<file path="config.mk">
export PLATFORM = sky130hd
export DESIGN_NAME = am_dac_sequencer
export DESIGN_NICKNAME = d
export VERILOG_FILES = /design/src/rtl/am_dac_sequencer.sv
export SDC_FILE = /design/constraint.sdc
export NUM_CORES = 1
export LEC_CHECK = 0
export CAP_MARGIN = 20
export CORE_ASPECT_RATIO = 1.1
export CORE_MARGIN = 10
export CORE_UTILIZATION = 70
export CTS_BUF_LIST = sky130_fd_sc_hd__clkbuf_4 sky130_fd_sc_hd__clkbuf_8
export CTS_CLUSTER_DIAMETER = 200
export DETAILED_ROUTE_END_ITERATION = 10
export DONT_BUFFER_PORTS = 1
export GPL_TIMING_DRIVEN = 0
export PLACE_DENSITY_LB_ADDON = 0.12
export SLEW_MARGIN = 5
export SYNTH_ARGS = -nofsm -noshare
export SYNTH_HDL_FRONTEND = slang
export SYNTH_SLANG_ARGS = --single-unit
</file>
<file path="constraint.sdc">
create_clock -name clk -period 12.46 [get_ports clk]
set_input_delay 3.738 -clock clk [delete_from_list [all_inputs] [get_ports clk]]
set_output_delay 3.738 -clock clk [all_outputs]
set_load 0.005 [all_outputs]
</file>
<file path="src/rtl/am_dac_sequencer.sv">
// AM DAC carrier modulator sequencer: accepts clamped distance samples, slew-limits the
// applied envelope per update tick, and sequences modulator enable through warm-up/track/mute.
module am_dac_sequencer #(
  parameter int WIDTH         = 13,
  parameter int LOG2_MAX_DIST = 11,
  parameter int TICK_DIV      = 1000,
  parameter int STEP          = 16,
  parameter int PIPE_LAT      = 2,
  parameter int TIMEOUT_TICKS = 500
) (
  input  logic             clk,
  input  logic             reset,
  input  logic             run,
  input  logic [WIDTH-1:0] in_distance,
  input  logic             in_valid,
  output logic             in_ready,
  output logic             dac_enable,
  output logic [WIDTH-1:0] dac_distance,
  output logic             am_valid,
  output logic             busy
);

  localparam int TICK_W = $clog2(TICK_DIV + 1);
  localparam int WARM_W = $clog2(PIPE_LAT + 1);
  localparam int TO_W   = $clog2(TIMEOUT_TICKS + 1);
  localparam logic [WIDTH-1:0] MAX_DIST = WIDTH'(1 << LOG2_MAX_DIST);
  localparam logic [WIDTH-1:0] STEP_V   = WIDTH'(STEP);

  typedef enum logic [1:0] {IDLE, WARMUP, TRACK, MUTE} state_t;

  state_t             state;
  state_t             state_next;
  logic [TICK_W-1:0]  tick_cnt;
  logic [WARM_W-1:0]  warm_cnt;
  logic [TO_W-1:0]    timeout_cnt;
  logic [WIDTH-1:0]   target;
  logic [WIDTH-1:0]   dac_level;
  logic               tick;
  logic               track_ready;
  logic               accept;
  logic               warm_done;
  logic               timeout_hit;
  logic               slew_en;

  function automatic logic [WIDTH-1:0] clamp_dist(input logic [WIDTH-1:0] d);
    return (d >= MAX_DIST) ? MAX_DIST : d;
  endfunction

  // Moves cur toward tgt by at most STEP; the min() keeps it from overshooting.
  function automatic logic [WIDTH-1:0] slew_step(input logic [WIDTH-1:0] cur,
                                                 input logic [WIDTH-1:0] tgt);
    logic [WIDTH-1:0] diff;
    if (cur < tgt) begin
      diff = tgt - cur;
      return cur + ((diff > STEP_V) ? STEP_V : diff);
    end else begin
      diff = cur - tgt;
      return cur - ((diff > STEP_V) ? STEP_V : diff);
    end
  endfunction

  assign tick        = (tick_cnt == TICK_W'(TICK_DIV - 1));
  assign track_ready = (state == TRACK) && run;
  assign accept      = track_ready && in_valid;
  assign warm_done   = (warm_cnt == WARM_W'(PIPE_LAT - 1));
  assign timeout_hit = tick && (target != '0) && !accept &&
                       (timeout_cnt == TO_W'(TIMEOUT_TICKS - 1));
  // Dropping run in TRACK pre-empts the slew on that edge.
  assign slew_en     = tick && ((state == MUTE) || track_ready);

  always_ff @(posedge clk) begin
    if (reset) state <= IDLE;
    else       state <= state_next;
  end

  always_comb begin
    state_next = state;
    case (state)
      IDLE:    if (run) state_next = WARMUP;
      WARMUP:  if (!run) state_next = IDLE;
               else if (warm_done) state_next = TRACK;
      TRACK:   if (!run || timeout_hit) state_next = MUTE;
      MUTE:    if (dac_level == '0) state_next = run ? TRACK : IDLE;
      default: state_next = IDLE;
    endcase
  end

  always_ff @(posedge clk) begin
    if (reset) begin
      tick_cnt    <= '0;
      warm_cnt    <= '0;
      timeout_cnt <= '0;
      target      <= '0;
      dac_level   <= '0;
    end else begin
      tick_cnt <= tick ? '0 : tick_cnt + 1'b1;
      warm_cnt <= (state == WARMUP) ? warm_cnt + 1'b1 : '0;
      if ((state == TRACK) && (state_next == TRACK)) begin
        if (accept)                       timeout_cnt <= '0;
        else if (tick && (target != '0))  timeout_cnt <= timeout_cnt + 1'b1;
      end else begin
        timeout_cnt <= '0;
      end
      if ((state == TRACK) && (state_next == MUTE)) target <= '0;
      else if (accept)                              target <= clamp_dist(in_distance);
      if (slew_en) dac_level <= slew_step(dac_level, target);
    end
  end

  always_comb begin
    dac_enable = 1'b0;
    am_valid   = 1'b0;
    in_ready   = 1'b0;
    case (state)
      WARMUP: dac_enable = 1'b1;
      TRACK: begin
        dac_enable = 1'b1;
        am_valid   = 1'b1;
        in_ready   = run;
      end
      MUTE: begin
        dac_enable = 1'b1;
        am_valid   = 1'b1;
      end
      default: ;
    endcase
    if (reset) begin
      dac_enable = 1'b0;
      am_valid   = 1'b0;
      in_ready   = 1'b0;
    end
  end

  assign dac_distance = reset ? '0 : dac_level;
  assign busy         = !reset && (dac_level != target);

endmodule

</file>
==> flow_metrics.py, run 1 <==
metrics = {
    "status": {
        "status": "complete, no violations",
    },
    "sta": {
        "fmax_mhz": 120,
        "finClkSkew_ps": 8.15,
        "rsz0062_at_grt": "false",
        "hold_viol_final": 0,
        "drv_slew": 0,
        "finalSetupViolCount": 0,
        "max-slew-margin-rel": 0.531,
        "tns_ps": 0,
        "min_period_ps": 8320,
        "tightest_slew_ps": 700,
        "fin_crit_sh": 0.667,
    },
    "yosys": {
        "synth-seq-cells": 49,
        "async_flop_share": 0,
        "synth_cell_types": 68,
        "syn_inst": 557,
        "syn_area_per_cell_um2": 7.69,
        "seq_area_frac_synth": 0.229,
        "yosysWarnings": 0,
        "netlist.area_leader.share": 0.229,
        "synth_area_leaders": "dfxtp_1 23%, ha_1 12%, nor2_1 7.1%",
        "synthFlopType": "dfxtp_1",
        "syn-cell-area_um2": 4280,
        "synth_nets": 618,
        "yosys.area.top_type": "dfxtp_1",
        "yosys-top-cells-count": "81 x nor2_1, 49 x dfxtp_1, 46 x a21oi_1",
        "synth.most_common_cell": "nor2_1",
        "synth_edf_count": 0,
    },
    "detailed_routing": {
        "drt-initial-drc-count": 371,
        "wl_mm": 10.9,
        "postRouteAntennaNets": 0,
        "drt_pre_antenna_iters": 5,
        "num_vias": 4079,
        "via_per_inst": 6.35,
        "wl_per_cell_um": 17.0,
        "drcViolationCount": 0,
    },
    "pwr": {
        "p_leak_nw": 1.77,
        "share_comb_of_total_power": 0.041,
        "power_switching_uw": 63.2,
        "p_seq_frac": 0.557,
        "ir_drop_v": 0.0000656,
        "power_uw": 285,
        "cellPowerDensity_nw_per_um2": 63.5,
        "switching_share": 0.221,
        "intPower_uw": 222,
        "clkPwrFrac": 0.401,
    },
    "floorplan": {
        "core_um2": 5840,
        "die_h_um": 102,
        "floorplan.die_area_um2": 9650,
        "initial_utilization": 0.733,
        "placementRows": 29,
        "num_io_pins": 34,
        "die_w_um": 94.6,
    },
    "clock_network": {
        "clockBufferDepth": 2,
        "cts_setup_buffers": 0,
        "clk_pin_slew_worst_paths_ps": 90,
        "cts_tree": "built",
        "cts_buffers": 5,
        "clk_latency_ps": 310,
        "cts_resized": 0,
        "clock-sinks": 49,
        "cts_htree_levels": 2,
        "root_buffer": "clkbuf_8",
        "hold_buffers": 0,
    },
    "global_routing": {
        "antenna_found_initial": 0,
        "grt_usage": 0.230,
        "grt_max_degree": 17,
        "grt_pass1_vias": 3841,
        "grt_pass1_wl_mm": 18.3,
        "grt.overflow.total": 0,
    },
    "worst_setup_path": {
        "crit_fanout": 10,
        "cpLargestDelayFamily": "buffers and inverters",
        "cp.arrival_ps": 4580,
        "crit_chain": "buf_2, clkbuf_1, nor2_1",
        "required_ps": 8720,
        "r2r-start": "target[0]",
        "max_stage_delay_ps": 470,
        "start_kind": "input port",
        "cp_slowest_cell": "clkbuf_1",
        "r2r-end": "dac_level[12]",
        "reg2reg_depth": 22,
        "end_kind": "primary output",
        "cp_num_buf_inv": 2,
        "criticalPathCategory": "in2out",
        "r2r_setup_slack_ps": 6550,
    },
    "placed_design": {
        "port_buffers": 0,
        "dpl.hpwl_mm": 8.66,
        "place.gp.congestion": 0.947,
    },
    "worst_hold_path": {
        "hp-class": "reg2reg",
        "worstHoldEndpoint": "warm_cnt[0]",
        "min_from": "warm_cnt[0]",
        "hold_depth": 1,
    },
    "finish": {
        "nets": 625,
        "syn_to_final_growth_pct": 4.88,
        "antennaDiodeCount": 0,
        "drive_gt1_frac": 0.0796,
        "n_fill_cell": 477,
    },
    "flow_run": {
        "max_cap_violations": 0,
    },
}
## power groups by stage
| stage | Combinational, mW | Clock, mW | Sequential (mW) |
|---|---|---|---|
| global route | 0.0132 | 0.122 | 0.159 |
| CTS | 0.0117 | 0.117 | 0.159 |
| detailed placement | 0.0116 | 0 | 0.163 |
| floorplan | 0.00934 | 0 | 0.162 |
| global placement | 0.0113 | 0 | 0.163 |
| finish | 0.0118 | 0.115 | 0.159 |
## flip-flops by register name (all words and copies together) (netlist names)
register	flops
warm_cnt	2
timeout_cnt	9
dac_level	13
target	13
tick_cnt	10
state	2
## stage by stage
step	utilization	std cells	hold WS (ps)	setup slack [ps]	cell area, um2
2_1_floorplan	-	557	396	4450	4280
3_3_place_gp	0.750	634	405	4180	4380
3_5_place_dp	0.750	634	419	4160	4380
4_1_cts	0.769	642	432	4160	4490
5_1_grt	0.769	642	446	4090	4490
6_report	0.769	642	428	4140	4490
## cells in the final DEF, fill, tap and decap left out, types with 4 or more instances in the layout
cell type / instances
a211oi_1: 5
a21boi_0: 4
a21o_1: 5
a21oi_1: 46
and3_1: 8
buf_2: 7
clkbuf_1: 11
clkbuf_8: 5
dfxtp_1: 49
ha_1: 41
inv_1: 38
mux2i_1: 7
nand2_1: 35
nand2b_1: 7
nand3_1: 28
nand4_1: 12
nor2_1: 81
nor2b_1: 7
nor3_1: 10
nor4_1: 7
o21a_1: 6
o21ai_0: 30
o31a_1: 4
o31ai_1: 4
or2_2: 5
or3_1: 4
xnor2_1: 15
xor2_1: 17
## routing by layer
layer	GRT usage	up-vias	wire length [um]
met4	0.0691	0	259
met5	0	-	0
met1	0.304	1913	4790
met3	0.0418	23	899
met2	0.371	164	4980
li1	-	1979	-
## cell families (layout without fill, tap and decap cells)
| family | count (synthesis) | count (layout) | synth area share |
|---|---|---|---|
| adders and majority gates | 44 | 44 | 0.134 |
| muxes | 7 | 7 | 0.0164 |
| xor gates and xnor gates | 32 | 32 | 0.0654 |
| DFF | 49 | 49 | 0.229 |
| buffers and inverters | 62 | 70 | 0.0643 |
| AOI/OAI and AO/OA | 136 | 136 | 0.219 |
| and+or+nand+nor | 227 | 227 | 0.272 |
## final cells by class
class / count / area [um2] / share of cell area
flip-flops and latches: 49 / 981 / 0.218
plain buffers: 24 / 133 / 0.0295
well taps: 77 / 96.3 / 0.0214
clock buffers: 5 / 68.8 / 0.0153
inverters: 38 / 143 / 0.0318
multi-input cells: 446 / 3030 / 0.674
clock inverters: 3 / 43.8 / 0.00975
## how the worst max path moves through the flow
stage                      from  endpoint  cells after the start
after floorplan           reset      busy                      3
after global placement    reset      busy                      3
after detailed placement  reset      busy                      3
after CTS                 reset      busy                      3
after global routing      reset      busy                      3
final                     reset      busy                      3
Power figures use the tool's default switching activity.
==> run 2: changes to the inputs <==
- ABC_AREA: unset -> 1
- CORE_UTILIZATION: 70 -> 60
- clock period: 12.46 -> 6.7 ns (I/O delays scaled with it)
==> run 2 against run 1 <==
Against the previous run:
- hold slack hardly changed
- synthesized area is 2.5% higher
- sequential cell count unchanged
- critical endpoint is now dac_level[11]
- largest power group unchanged
==> flow_metrics.py, run 2 <==
metrics = {
    "global_routing": {
        "antenna_found_initial": 0,
        "grt_pass1_wl_mm": 18.8,
        "grt_max_degree": 18,
        "grt_pass1_vias": 3933,
        "grt_usage": 0.209,
        "grt.overflow.total": 0,
    },
    "yosys": {
        "synth_cell_types": 41,
        "async_flop_share": 0,
        "synth-seq-cells": 49,
        "syn-cell-area_um2": 4390,
        "syn_area_per_cell_um2": 6.40,
        "netlist.area_leader.share": 0.224,
        "yosys-top-cells-count": "146 x nand2_1, 108 x inv_1, 67 x a21oi_1",
        "synth_area_leaders": "dfxtp_1 22%, nand2_1 12%, ha_1 12%",
        "seq_area_frac_synth": 0.224,
        "synth_nets": 747,
        "syn_inst": 686,
        "yosys.area.top_type": "dfxtp_1",
        "synth.most_common_cell": "nand2_1",
        "synthFlopType": "dfxtp_1",
        "yosysWarnings": 0,
        "synth_edf_count": 0,
    },
    "clock_network": {
        "root_buffer": "clkbuf_8",
        "cts_setup_buffers": 0,
        "cts_tree": "built",
        "clk_pin_slew_worst_paths_ps": 110,
        "hold_buffers": 0,
        "clockBufferDepth": 2,
        "clock-sinks": 49,
        "cts_resized": 0,
        "cts_buffers": 5,
        "clk_latency_ps": 320,
        "cts_htree_levels": 2,
    },
    "worst_hold_path": {
        "hp-class": "reg2reg",
        "hold_depth": 1,
    },
    "floorplan": {
        "die_h_um": 110,
        "floorplan.die_area_um2": 11100,
        "core_um2": 7050,
        "placementRows": 32,
        "initial_utilization": 0.623,
        "num_io_pins": 34,
        "die_w_um": 102,
    },
    "worst_setup_path": {
        "required_ps": 6930,
        "reg2reg_depth": 34,
        "cp.arrival_ps": 5300,
        "criticalPathCategory": "reg2reg",
        "cp_slowest_cell": "dfxtp_1",
        "start_kind": "register",
        "max_stage_delay_ps": 390,
        "crit_path_frequent_cell": "nand2_1",
        "crit_fanout": 6,
        "end_kind": "register",
    },
    "sta": {
        "rsz0062_at_grt": "false",
        "setup_ws_ps": 1630,
        "hold_viol_final": 0,
        "fmax_mhz": 197,
        "finClkSkew_ps": 19.7,
        "finalSetupViolCount": 0,
        "drv_slew": 0,
        "max-slew-margin-rel": 0.626,
        "tns_ps": 0,
        "fin_crit_sh": 0.756,
        "whs_ps": 428,
        "min_period_ps": 5070,
        "tightest_slew_ps": 556,
    },
    "detailed_routing": {
        "num_vias": 4357,
        "wl_per_cell_um": 15.3,
        "drt_pre_antenna_iters": 5,
        "via_per_inst": 5.59,
        "wl_mm": 11.9,
        "drcViolationCount": 0,
        "drt-initial-drc-count": 259,
        "postRouteAntennaNets": 0,
    },
    "pwr": {
        "p_leak_nw": 2.35,
        "cellPowerDensity_nw_per_um2": 133,
        "ir_drop_v": 0.000117,
    },
    "finish": {
        "syn_to_final_growth_pct": 5.08,
        "nets": 754,
        "fin_util": 0.654,
        "drive_gt1_frac": 0.0677,
        "largestRegisters": "dac_level x13, target x13, tick_cnt x10",
        "antennaDiodeCount": 0,
        "final_cell_mix": "146 x nand2_1, 108 x inv_1, 67 x a21oi_1, 62 x nor2_1, 49 x dfxtp_1",
        "final_common_cell": "nand2_1",
    },
    "placed_design": {
        "dpl.hpwl_mm": 9.91,
        "place.gp.congestion": 0.929,
        "port_buffers": 0,
        "pre_cts_ws_ps": 1700,
    },
    "flow_run": {
        "max_cap_violations": 0,
    },
    "status": {
        "status": "complete, no violations",
    },
}
==> run 2: stage by stage <==
step	cell area (um2)	total power [mW]	std cells
after floorplan	4390	0.372	686
after global placement	4490	0.387	771
after detailed placement	4490	0.390	771
after CTS	4610	0.615	779
after global routing	4610	0.634	779
final	4610	0.614	779
==> run 2: worst paths after layout <==
| kind | slack [ps] | start | end |
|---|---|---|---|
| worst max-delay path | 1630 | target[0] | dac_level[11] |
| worst min-delay path | 430 | warm_cnt[0] | warm_cnt[0] |
| worst max register to register | 1630 | target[0] | dac_level[11] |
| worst min register to register | 430 | warm_cnt[0] | warm_cnt[0] |
==> run 2: final cells by class <==
class	instances	area (um2)
Clock buffer	5	68.8
Inverter	117	439
Clock inverter	3	47.5
Sequential cell	49	981
Multi-Input combinational cell	506	2910
Fill cell	692	2440
Tap cell	85	106
Buffer	14	62.6
==> run 2: report_power, final <==
part	total, mW	internal, mW	switching, mW
Sequential	0.296	0.294	0.00226
Combinational	0.0894	0.0314	0.0580
Clock	0.228	0.114	0.114
Total	0.614	0.439	0.174
==> run 2: cell families (layout without fill, tap and decap cells) <==
group | count (synthesis) | after routing | share of synthesized area
and+or+nand+nor | 310 | 310 | 0.319
buffers and inverters | 131 | 139 | 0.114
AOI/OAI and AO/OA | 130 | 130 | 0.168
DFF | 49 | 49 | 0.224
adders and majority gates | 44 | 44 | 0.131
xor gates and xnor gates | 22 | 22 | 0.0439
==> run 2: metal layers <==
metal / vias up / GRT usage / wire length, um
met3: 8 / 0.0540 / 980
met4: 0 / 0.0468 / 112
met2: 125 / 0.371 / 5810
met1: 1980 / 0.247 / 5030
li1: 2244 / - / -
met5: - / 0 / 0
==> run 2: worst max-delay path, delay by kind of cell, from the launching register on <==
family | cells | cell delay, ps
adders and majority gates | 4 | 1180
and+or+nand+nor | 16 | 1820
buffers and inverters | 6 | 460
DFF | 1 | 390
xor gates and xnor gates | 1 | 180
AOI/OAI and AO/OA | 7 | 960
